**src/rtl/fccc_apb_reconfig_master.sv**
```systemverilog
// APB initiator for the CCC/PLL dynamic-configuration port: one register access per command,
// gated by BUSY, optionally followed by a PLL lock-stability wait; response held until accepted.
module fccc_apb_reconfig_master #(
   parameter int unsigned LOCK_STABLE = 16,
   parameter int unsigned TIMEOUT     = 65535,
   parameter int unsigned CNT_W       = 16
) (
   input  logic       i_pclk,
   input  logic       i_preset,
   input  logic       i_cmd_valid,
   output logic       o_cmd_ready,
   input  logic       i_cmd_write,
   input  logic [5:0] i_cmd_addr,
   input  logic [7:0] i_cmd_wdata,
   input  logic       i_cmd_waitlock,
   output logic       o_rsp_valid,
   input  logic       i_rsp_ready,
   output logic [7:0] o_rsp_rdata,
   output logic       o_rsp_err,
   output logic       o_ccc_preset_n,
   output logic       o_psel,
   output logic       o_penable,
   output logic       o_pwrite,
   output logic [5:0] o_paddr,
   output logic [7:0] o_pwdata,
   input  logic [7:0] i_prdata,
   input  logic       i_busy,
   input  logic       i_lock
);

   typedef enum logic [2:0] {
      S_IDLE, S_WAIT_BUSY, S_SETUP, S_ACCESS, S_WAIT_LOCK, S_RESP
   } state_t;

   localparam logic [CNT_W-1:0] TO_LIM = CNT_W'(TIMEOUT);
   localparam logic [CNT_W-1:0] LS_LIM = CNT_W'(LOCK_STABLE);
   localparam logic [CNT_W-1:0] ONE    = CNT_W'(1);

   state_t           r_state, w_next;
   logic [CNT_W-1:0] r_to_cnt, r_stab_cnt, w_to_next, w_stab_next, w_to_inc, w_stab_inc;
   logic             w_err;
   logic             r_lock_s1, r_lock_s2;
   logic             r_cmd_write, r_cmd_waitlock;
   logic [5:0]       r_cmd_addr;
   logic [7:0]       r_cmd_wdata;
   logic             r_cmd_ready, r_rsp_valid, r_rsp_err, r_ccc_preset_n;
   logic             r_psel, r_penable, r_pwrite;
   logic [7:0]       r_rsp_rdata, r_pwdata;
   logic [5:0]       r_paddr;

   // Saturating increments: counters never wrap.
   assign w_to_inc   = (r_to_cnt == '1)   ? r_to_cnt   : r_to_cnt + ONE;
   assign w_stab_inc = (r_stab_cnt == '1) ? r_stab_cnt : r_stab_cnt + ONE;

   always_comb begin
      w_next      = r_state;
      w_to_next   = r_to_cnt;
      w_stab_next = r_stab_cnt;
      w_err       = 1'b0;
      case (r_state)
         S_IDLE: begin
            w_to_next = '0;
            if (i_cmd_valid) w_next = S_WAIT_BUSY;
         end
         S_WAIT_BUSY: begin
            if (!i_busy) begin
               w_next = S_SETUP;
            end else begin
               w_to_next = w_to_inc;
               if (w_to_inc >= TO_LIM) begin
                  w_next = S_RESP;
                  w_err  = 1'b1;
               end
            end
         end
         S_SETUP: w_next = S_ACCESS;
         S_ACCESS: begin
            w_to_next   = '0;
            w_stab_next = '0;
            w_next      = r_cmd_waitlock ? S_WAIT_LOCK : S_RESP;
         end
         S_WAIT_LOCK: begin
            w_to_next   = w_to_inc;
            w_stab_next = r_lock_s2 ? w_stab_inc : '0;
            // Stability is tested before the timeout so a tie resolves as success.
            if (w_stab_next >= LS_LIM) begin
               w_next = S_RESP;
            end else if (w_to_inc >= TO_LIM) begin
               w_next = S_RESP;
               w_err  = 1'b1;
            end
         end
         S_RESP: if (i_rsp_ready) w_next = S_IDLE;
         default: w_next = S_IDLE;
      endcase
   end

   always_ff @(posedge i_pclk) begin
      if (i_preset) begin
         r_state        <= S_IDLE;
         r_to_cnt       <= '0;
         r_stab_cnt     <= '0;
         r_lock_s1      <= 1'b0;
         r_lock_s2      <= 1'b0;
         r_cmd_write    <= 1'b0;
         r_cmd_waitlock <= 1'b0;
         r_cmd_addr     <= '0;
         r_cmd_wdata    <= '0;
         r_cmd_ready    <= 1'b1;
         r_rsp_valid    <= 1'b0;
         r_rsp_err      <= 1'b0;
         r_rsp_rdata    <= '0;
         r_ccc_preset_n <= 1'b0;
         r_psel         <= 1'b0;
         r_penable      <= 1'b0;
         r_pwrite       <= 1'b0;
         r_paddr        <= '0;
         r_pwdata       <= '0;
      end else begin
         r_state        <= w_next;
         r_to_cnt       <= w_to_next;
         r_stab_cnt     <= w_stab_next;
         r_lock_s1      <= i_lock;
         r_lock_s2      <= r_lock_s1;
         r_ccc_preset_n <= 1'b1;
         r_cmd_ready    <= (w_next == S_IDLE);
         r_psel         <= (w_next == S_SETUP) || (w_next == S_ACCESS);
         r_penable      <= (w_next == S_ACCESS);
         r_rsp_valid    <= (w_next == S_RESP);
         if (r_state == S_IDLE && i_cmd_valid) begin
            r_cmd_write    <= i_cmd_write;
            r_cmd_waitlock <= i_cmd_waitlock;
            r_cmd_addr     <= i_cmd_addr;
            r_cmd_wdata    <= i_cmd_wdata;
            r_rsp_rdata    <= '0;
            r_rsp_err      <= 1'b0;
         end
         if (w_next == S_SETUP) begin
            r_pwrite <= r_cmd_write;
            r_paddr  <= r_cmd_addr;
            r_pwdata <= r_cmd_wdata;
         end
         if (r_state == S_ACCESS && !r_cmd_write) r_rsp_rdata <= i_prdata;
         if (w_err) begin
            r_rsp_err   <= 1'b1;
            r_rsp_rdata <= '0;
         end
      end
   end

   assign o_cmd_ready    = r_cmd_ready;
   assign o_rsp_valid    = r_rsp_valid;
   assign o_rsp_rdata    = r_rsp_rdata;
   assign o_rsp_err      = r_rsp_err;
   assign o_ccc_preset_n = r_ccc_preset_n;
   assign o_psel         = r_psel;
   assign o_penable      = r_penable;
   assign o_pwrite       = r_pwrite;
   assign o_paddr        = r_paddr;
   assign o_pwdata       = r_pwdata;

endmodule

```
**config.mk**
```make
export PLATFORM = sky130hd
export DESIGN_NAME = fccc_apb_reconfig_master
export DESIGN_NICKNAME = d
export VERILOG_FILES = /design/src/rtl/fccc_apb_reconfig_master.sv
export SDC_FILE = /design/constraint.sdc
export NUM_CORES = 1
export LEC_CHECK = 0
export CAP_MARGIN = 20
export CORE_MARGIN = 5
export CORE_UTILIZATION = 51
export CTS_CLUSTER_SIZE = 40
export DETAILED_ROUTE_END_ITERATION = 6
export GPL_ROUTABILITY_DRIVEN = 0
export MAX_ROUTING_LAYER = met4
export PLACE_DENSITY = 0.84
export SLEW_MARGIN = 0
export SYNTH_ARGS = -nofsm -noshare
export SYNTH_HDL_FRONTEND = slang
export SYNTH_SLANG_ARGS = --single-unit
```
**constraint.sdc**
```tcl
create_clock -name i_pclk -period 6.1 [get_ports i_pclk]
set_input_delay 1.22 -clock i_pclk [delete_from_list [all_inputs] [get_ports i_pclk]]
set_output_delay 1.22 -clock i_pclk [all_outputs]
set_load 0.1 [all_outputs]
```
==> run metrics <==
status complete, no violations; Slew HR 0.2841; Final Hold Fails 0; CORE AREA 7767 um^2; post-place setup slack 2719 ps; footprint of the multi-input gates between 2000 and 2500 um^2; CP endpoint kind flip-flop; Critical Path RT around 6400 ps; Cell Pwr Density between 200 and 250 nW/um^2; pin count of the biggest net entering global routing between 50 and 60; Post-synth top flop dfxtp_1; first drt pass iteration count 5; FMAX 293.9 MHz; total CTS buffers 9; CP max FO 10; Seq/Total Area, Yosys 0.4006; Area growth syn-to-layout 20.58%; most instantiated cells after synthesis nand2_1, dfxtp_1, a21oi_1, nor2_1, o21ai_0; top-area cell type share of the netlist area 0.4006; count of state elements after synthesis between 80 and 90; RSZ-0062 raised after global routing false; Buf+Inv Stages, Crit Path 0; max cap viols 0; gr usage total 0.2209; clk sinks ~80; Yosys top cell by area dfxtp_1; antenna cells 0; Worst VDD drop between 100 and 150 uV; crit-path most repeated cell nand3_1; arrival time at the worst endpoint approximately 3700 ps; Rows 32; Top delay family on crit path simple AND/OR/NAND/NOR gates; worst skew pair latency ~360 ps; Tcrit/Tclk final 0.5578; CP max-delay cell nor4_1; measured slew at the worst slew-check pin ~1100 ps; Routed WL roughly 11,000 um; CTS clk-pin slew, worst paths 100 ps; Via-to-Cell Ratio 6.058; grt ovf 0; min cycle time layout approximately 3400 ps; total of fill cells in the finished design 671; Leak about 1.7 nW; register area around 1600 um^2; CTS tree done; worst-case clock buffer depth 2; Syn. warnings 0; die area between 9000 and 10,000 um^2; Crit path largest cell delay ~920 ps; worst hold path type flip-flop to flip-flop; CP Launch Type flip-flop; Final Setup Violations 0; final setup margin ~2700 ps; Synth cell types 51; crit path cell chain ha_1, nand4_1, nor4_1, nand3_1, a221oi_1, nand3_1, nor2_2, o21a_1; vias in the first global route around 3.9k; initial antenna violation count 0; die extent in y between 90 and 100 um; H-tree levels 3; Cells after Synth 542; Routed WL per cell 15.41 um; post_cts resized 0; first-pass GRT wire length about 18,000 um; DP Wirelength roughly 7400 um; Initial Utilization 0.5275; DRT iter0 DRCs approximately 370; Synthesized Nets roughly 570; total number of vias approximately 4.2k; Remaining DRCs 0; final setup TNS 0 ps; Nets about 610; post-CTS setup buffer count 0; PortBufs 58; DRT antenna net count 0; Async SR Flop Fraction 0; die extent in x between 90 and 100 um; max-slew violations 0; top-count cell post-synth nand2_1; proportion of layout cells with a drive suffix above 1 0.05812; critical path class flip-flop to flip-flop; largest cells by area after synthesis dfxtp_1, nand2_1, a21oi_1, o21ai_0, nor2_1; syn avg cell area about 7.6 um^2; clock skew approximately 9.6 ps; number of synthesized flops with an enable pin 0; mapped cell area between 4000 and 5000 um^2; cts hold-fix bufs 0; Ports 59; Root Buffer clkbuf_8
routing by layer:
metal | up-vias | track usage | wire [um] | share of wire
met5 | - | - | 0 | 0
met4 | 0 | 0.08508 | 200 | 0.019
met3 | 24 | 0.04348 | 666 | 0.063
met2 | 157 | 0.3487 | 5099 | 0.48
met1 | 1955 | 0.2794 | 4620 | 0.44
li1 | 2026 | - | - | -
final timing paths:
kind | from | endpoint | slack [ps] | depth (start not counted)
min reg2reg | r_cmd_addr[1] | o_paddr[1] | 460 | 2
min | r_cmd_addr[1] | o_paddr[1] | 460 | 2
max | r_to_cnt[0] | o_rsp_err | 2700 | 8
max reg2reg | r_to_cnt[0] | o_rsp_err | 2700 | 8
per-stage QoR:
stage | hold WS [ps] | cell area, um^2 | utilization | cells | power [mW]
2_1_floorplan | 413.8 | 4098 | - | 542 | 0.6667
3_3_place_gp | 435.0 | 4698 | 0.6049 | 670 | 0.7128
3_5_place_dp | 438.8 | 4698 | 0.6049 | 670 | 0.7164
4_1_cts | 457.5 | 4933 | 0.6351 | 686 | 1.169
5_1_grt | 476.1 | 4941 | 0.6361 | 687 | 1.208
6_report | 456.3 | 4941 | 0.6361 | 687 | 1.164
cells by family after synthesis:
logic type / after synthesis / synth area share
buf+inv: 43 / 0.04183
fa+ha+maj: 2 / 0.006106
mux: 3 / 0.007939
simple gates: 258 / 0.3166
flops: 82 / 0.4006
xor+xnor: 8 / 0.01710
compound gates: 146 / 0.2098
report_power, final:
part           internal, mW  switching [mW]  leakage [nW]
Combinational        0.0465          0.0970         0.888
Sequential            0.550          0.0121         0.665
Clock                 0.238           0.219         0.117
Total                 0.835           0.328          1.67
cells in the final DEF, fill, tap and decap left out, types with 5 or more instances in the layout:
master,count
nand3_1,16
dfxtp_1,82
and3_1,15
inv_1,6
and2_1,7
nor3_1,25
nand4_1,10
nor4_1,7
clkbuf_8,9
a21oi_1,69
a311oi_1,10
buf_4,5
nand2_1,102
a211oi_1,5
o21ai_0,33
xnor2_1,6
nor2b_1,6
clkdlybuf4s50_1,57
nor2_1,40
worst reg2reg max path: cells and delay by family, from the launching register on:
kind	cells	cell delay (ps)
compound gates	2	700
fa+ha+maj	1	390
flops	1	490
simple gates	5	1790
registers in the layout (all words and copies together), names as in the netlist:
name / count
o_psel: 1
o_rsp_err: 1
r_cmd_waitlock: 1
o_cmd_ready: 1
r_lock_s1: 1
o_penable: 1
r_cmd_addr: 6
r_to_cnt: 16
r_cmd_wdata: 8
r_state: 3
o_rsp_valid: 1
o_pwrite: 1
r_cmd_write: 1
o_paddr: 6
o_ccc_preset_n: 1
r_stab_cnt: 16
o_pwdata: 8
o_rsp_rdata: 8
r_lock_s2: 1
final cells by class:
type                    instances  share of cell area
clock inverters                 7             0.02254
well taps                     102             0.02583
repair buffers                 63              0.1241
flip-flops and latches         82              0.3322
inverters                       7            0.005318
multi-input cells             417              0.4649
clock buffers                   9             0.02507
(Power assumes the default switching activity.)
==> RTL change 1: new RTL, same flow settings <==
Set the parameter `CNT_W` to 32 (it was 16).
--- a/src/rtl/fccc_apb_reconfig_master.sv
+++ b/src/rtl/fccc_apb_reconfig_master.sv
@@ -5,3 +5,3 @@
    parameter int unsigned TIMEOUT     = 65535,
-   parameter int unsigned CNT_W       = 16
+   parameter int unsigned CNT_W       = 32
 ) (
Behaviour: no difference found for any inputs over 10 cycles, from zero or initial values and one cycle with i_preset high; that may be too few to reach the edited logic, so the function may still have changed.
==> RTL change 1 against the original RTL <==
  * Global-route usage is 2.3 points higher
  * Synthesized area is 62% higher
  * Critical path type unchanged
  * Worst setup slack worse by 0.69 ns
  * Maximum frequency is 17% lower
  * Cell area is 57% higher
  * Critical path depth is 2 higher
  * Sequential power is 38% higher
  * Sequential cell count is 32 higher
  * Largest cell class unchanged
  * Routed wire length is 70% higher
  * Highest routed layer unchanged
  * Total power is 69% higher
==> RTL change 1: results (changes against the original RTL) <==
Status
  • Status: finished clean

Final layout
  • Final net count: 942 (+54%)
  • Layout cells sized above 1: 6.61% (+0.80 points)
  • Layout filler cell count: 1094 (+63%)
  • Biggest registers after layout: r_stab_cnt (32), r_to_cnt (32)
  • Post-route insts no fill: 1095 (+59%)

Worst setup path
  • CP max-delay cell: o41ai_4
  • Reg2reg path depth: 10 (+2)
  • Crit path max-delay family: compound AO/OA/AOI/OAI gates
  • Worst reg2reg startpoint: r_stab_cnt[0]$_SDFFE_PP0P_

Routing
  • Drt total wl: 18000 um (+70%)
  • Vias: 6891 (+66%)
  • Initial DRC count: 1021 (+180%)

Yosys
  • Mapped Nets: 932 (+62%)
  • Mux cell area share after synthesis: 1.39% (+0.60 points)
  • Synth Area in Compound Gates: 23.8% (+2.8 points)
  • Top cells by area, synth: dfxtp_1 34%, nand2_1 7.6%, a21oi_1 7.3%
  • Ranking of synthesized cells by instance count: 134 x nand2_1, 114 x dfxtp_1, 97 x a21oi_1
  • Cells after Synth: 900 (+66%)
  • Adder-cell share of the synthesized area: 0.377% (-0.23 points)
  • Yosys cell types: 71 (+39%)
  • Post-synthesis sequential area ratio: 34.4% (-5.7 points)
  • Synth Area in XOR/XNOR: 2.51% (+0.80 points)

Timing
  • Slew headroom: 25.2% (-3.2 points)
  • Skew final: 0.00808 ns (-0.00154 ns)

Clocking
  • H-Tree Depth: 4 (+1)
  • Clock-pin slew on the worst setup and hold paths: 0.06 ns (-0.04 ns)
  • Worst-skew pair later-pin latency: 0.42 ns (+0.06 ns)
  • CTS buffer count: 17 (+8)

Pwr
  • Switch Pwr: 561 uW (+71%)
  • Worst IR Drop VDD: 0.189 mV (+31%)
  • Cell-internal power: 1.40 mW (+68%)
  • Leakage: 2.47 nW (+48%)
  • Sequential share of power: 39.6% (-8.7 points)
  • Clk power: 993 uW (+120%)

Global route
  • Largest net degree at the start of global routing: 62 (+13%)
  • Global-route usage over all layers: 24.4% (+2.3 points)
  • First-pass GRT wire length: 29800 um (+66%)

Place
  • Setup WS pre-CTS: 2.05 ns (-0.665 ns)
  • Post-DP HPWL: 11800 um (+60%)

Worst hold path
  • Worst hold start: r_cmd_addr[5]$_SDFFE_PP0P_
RTL change 1: area by class of cell:
class	count	area (um2)	share of cell area, %
repair buffers	66	634	8.19
inverters	9	33.8	0.436
well taps	172	215	2.78
flip-flops and latches	114	2280	29.5
clock inverters	15	161	2.09
clock buffers	17	425	5.50
multi-input cells	702	3990	51.5
RTL change 1: routing by layer:
metal | track usage (%) | vias to the layer above | part of all wire, %
li1 | - | 3342 | -
met1 | 31.5 | 3166 | 44
met2 | 37.7 | 324 | 47
met3 | 5.50 | 59 | 6.8
met4 | 8.56 | 0 | 2.5
met5 | - | - | 0
RTL change 1: worst paths after layout:
kind,to,slack [ns]
worst max register to register,o_rsp_rdata[5]$_SDFFE_PP0P_,2.01
worst min register to register,o_paddr[5]$_SDFFE_PP0N_,0.45
worst min-delay path,o_paddr[5]$_SDFFE_PP0N_,0.45
worst max-delay path,o_rsp_rdata[5]$_SDFFE_PP0P_,2.01
==> RTL change 2: new RTL, same flow settings <==
Without the edit above. Make the reset (`i_preset`) asynchronous in one clocked block.
--- a/src/rtl/fccc_apb_reconfig_master.sv
+++ b/src/rtl/fccc_apb_reconfig_master.sv
@@ -97,3 +97,3 @@
 
-   always_ff @(posedge i_pclk) begin
+   always_ff @(posedge i_pclk or posedge i_preset) begin
       if (i_preset) begin
Formal check against the unedited RTL: differs if i_preset is asserted again (counterexample within 4 cycles, from zero or initial values and one cycle with i_preset high); with i_preset held inactive, the same outputs for 10 cycles.
==> RTL change 2 against the original RTL <==
  * Sequential cell count is the same
  * Via count is 17% lower
  * Worst setup slack improved by 0.10 ns
  * Synthesized area increased by 0.43%
  * Final cell count is 17% lower
  * Routed wire length is 10% lower
  * Largest cell class is now flip-flops and latches
  * Die area up 0.38%
  * Clock skew increased by 0.0048 ns
  * Cell area up 0.68%
Power is not compared: it rests on default switching activity, and its combinational part moved more than twofold at a synthesized area within 25%.
==> RTL change 2: results (changes against the original RTL) <==
Place
  • Post-DP HPWL: 6690 um (-9.5%)
  • Placed Area: 4780 um2 (+1.7%)
  • Setup WS pre-CTS: 2.63 ns (-0.0913 ns)
  • Port bufs: 58 (unchanged)

Worst setup path
  • Worst reg2reg startpoint: r_stab_cnt[0]$_DFFE_PP0P_
  • Crit path max fanout: 9 (-1)
  • CP max-delay cell: nor3_1
  • Slowest cell delay on critical path: 0.68 ns (-0.24 ns)
  • Reg-to-reg critical path endpoint: o_rsp_rdata[4]$_DFFE_PP0P_
  • Reg2reg path depth: 9 (+1)
  • Reg2Reg Setup Slack: 2.80 ns (+0.10 ns)
  • Critical Path AT: 3.59 ns (-0.12 ns)

Pwr
  • Worst IR Drop VDD: 0.423 mV
  • Leakage: between 1.5 and 2 nW
  • Cell-internal power: 1.27 mW

Clocking
  • H-Tree Depth: 3 (unchanged)
  • Post-cts repair resize count: 0 (unchanged)
  • Clock root cell: clkbuf_8
  • CTS buffer count: 9 (unchanged)
  • Worst-skew pair later-pin latency: 0.36 ns (about the same)
  • Post-CTS setup buffers: 0 (unchanged)
  • Clock-pin slew on the worst setup and hold paths: 0.10 ns (about the same)
  • Clock Path Buffers: 2 (unchanged)

Timing
  • Slew headroom: 32.7% (+4.3 points)
  • Skew final: 0.0145 ns (+0.00484 ns)

Worst hold path
  • Hold EP: r_lock_s2$_DFF_PP0_
  • Worst hold start: r_lock_s1$_DFF_PP0_
  • HP Class: flip-flop to flip-flop
  • Worst hold stages: 0 (-2)

Yosys
  • Yosys cell types: 56 (+9.8%)
  • Ys Warns: 0 (unchanged)
  • Post-synthesis sequential area ratio: 49.9% (+9.8 points)
  • Main synth FF type: dfrtp_1
  • Mapped Nets: 437 (-24%)
  • Ranking of synthesized cells by instance count: 81 x dfrtp_1, 35 x nand2_1, 35 x o21ai_0
  • Top cells by area, synth: dfrtp_1 49%, mux2_2 9.0%, o21ai_0 4.3%
  • Asr flop ratio synth: 100% (+100 points)

Routing
  • DRT Pass-1 Iters: 7 (+2)
  • Wire per inst: 16.7 um (+8.3%)
  • Final ANT Viol Nets: 0 (unchanged)
  • Vias: 3440 (-17%)
  • Initial DRC count: 276 (-25%)

Final layout
  • Final net count: 494 (-19%)
  • Biggest registers after layout: r_stab_cnt (16), r_to_cnt (16)
  • Layout cells sized above 1: 14.3% (+8.5 points)
  • Ant diodes: 0 (unchanged)

Global route
  • Initial antenna violation count: 0 (unchanged)
  • Global-route usage over all layers: 19.9% (-2.2 points)
  • First-pass GRT wire length: 15500 um (-13%)
  • Vias in the first global route: 3282 (-15%)
  • Largest net degree at the start of global routing: 57 (+3.6%)

Status
  • Status: finished clean
## RTL change 2: power groups by stage
stage / registers, mW / clock network, mW / logic [mW]
after global placement: 0.840 / 0 / 1.34
after floorplan: 1.45 / 0 / 0.436
after detailed placement: 0.849 / 0 / 1.37
after CTS: 0.840 / 0.397 / 1.37
final: 0.840 / 0.388 / 1.36
after global routing: 0.866 / 0.419 / 1.43
## RTL change 2: how the worst max path moves through the flow
stage                                         start                         end  slack, ns
final                     r_stab_cnt[0]$_DFFE_PP0P_  o_rsp_rdata[4]$_DFFE_PP0P_       2.80
after global routing      r_stab_cnt[0]$_DFFE_PP0P_  o_rsp_rdata[3]$_DFFE_PP0P_       2.63
after CTS                     o_cmd_ready$_DFF_PP1_                 o_cmd_ready       2.82
after detailed placement                     i_busy     r_to_cnt[3]$_DFFE_PP0P_       2.63
after global placement                       i_busy     r_to_cnt[3]$_DFFE_PP0P_       2.79
after floorplan                            i_preset    o_ccc_preset_n$_DFF_PP0_       2.77
## RTL change 2: final cells by class
cell class / count / area (um2)
Clock inverter: 7 / 67.6
Multi-Input combinational cell: 296 / 1950
Fill cell: 619 / 2830
Sequential cell: 82 / 2050
Clock buffer: 9 / 124
Inverter: 10 / 38.8
Tap cell: 102 / 128
Timing Repair Buffer: 63 / 618
## RTL change 2: routing by layer
layer / global-route usage [%] / part of all wire, %
met1: 26.4 / 43
met2: 29.6 / 47
met3: 3.89 / 7.4
met4: 9.45 / 2.5
met5: - / 0
## RTL change 2: worst max-delay path, delay by kind of cell, from the launching register on
family	cells	cell delay (ns)
simple gates	4	1.50
compound gates	4	1.08
flops	1	0.39
fa+ha+maj	1	0.24
## RTL change 2: cell families (layout without fill, tap and decap cells)
logic type,count (synthesis),count (layout),share of synthesized area [%]
AO/OA/AOI/OAI,119,119,18.9
other,1,1,0.0911
AND/OR/NAND/NOR,133,133,16.7
multiplexers,35,35,9.52
buffers and inverters,27,89,3.04
XOR/XNOR,6,6,1.28
adder cells (fa/ha/maj),2,2,0.608
flip-flops,82,82,49.9
## RTL change 2: through the flow
step                std cells  hold slack (ns)  utilization [%]
detailed placement        552            0.354             61.2
floorplan                 405            0.331                -
CTS                       568            0.381             63.6
global route              569            0.388             63.7
finish                    569            0.375             63.7
global placement          552            0.333             61.2
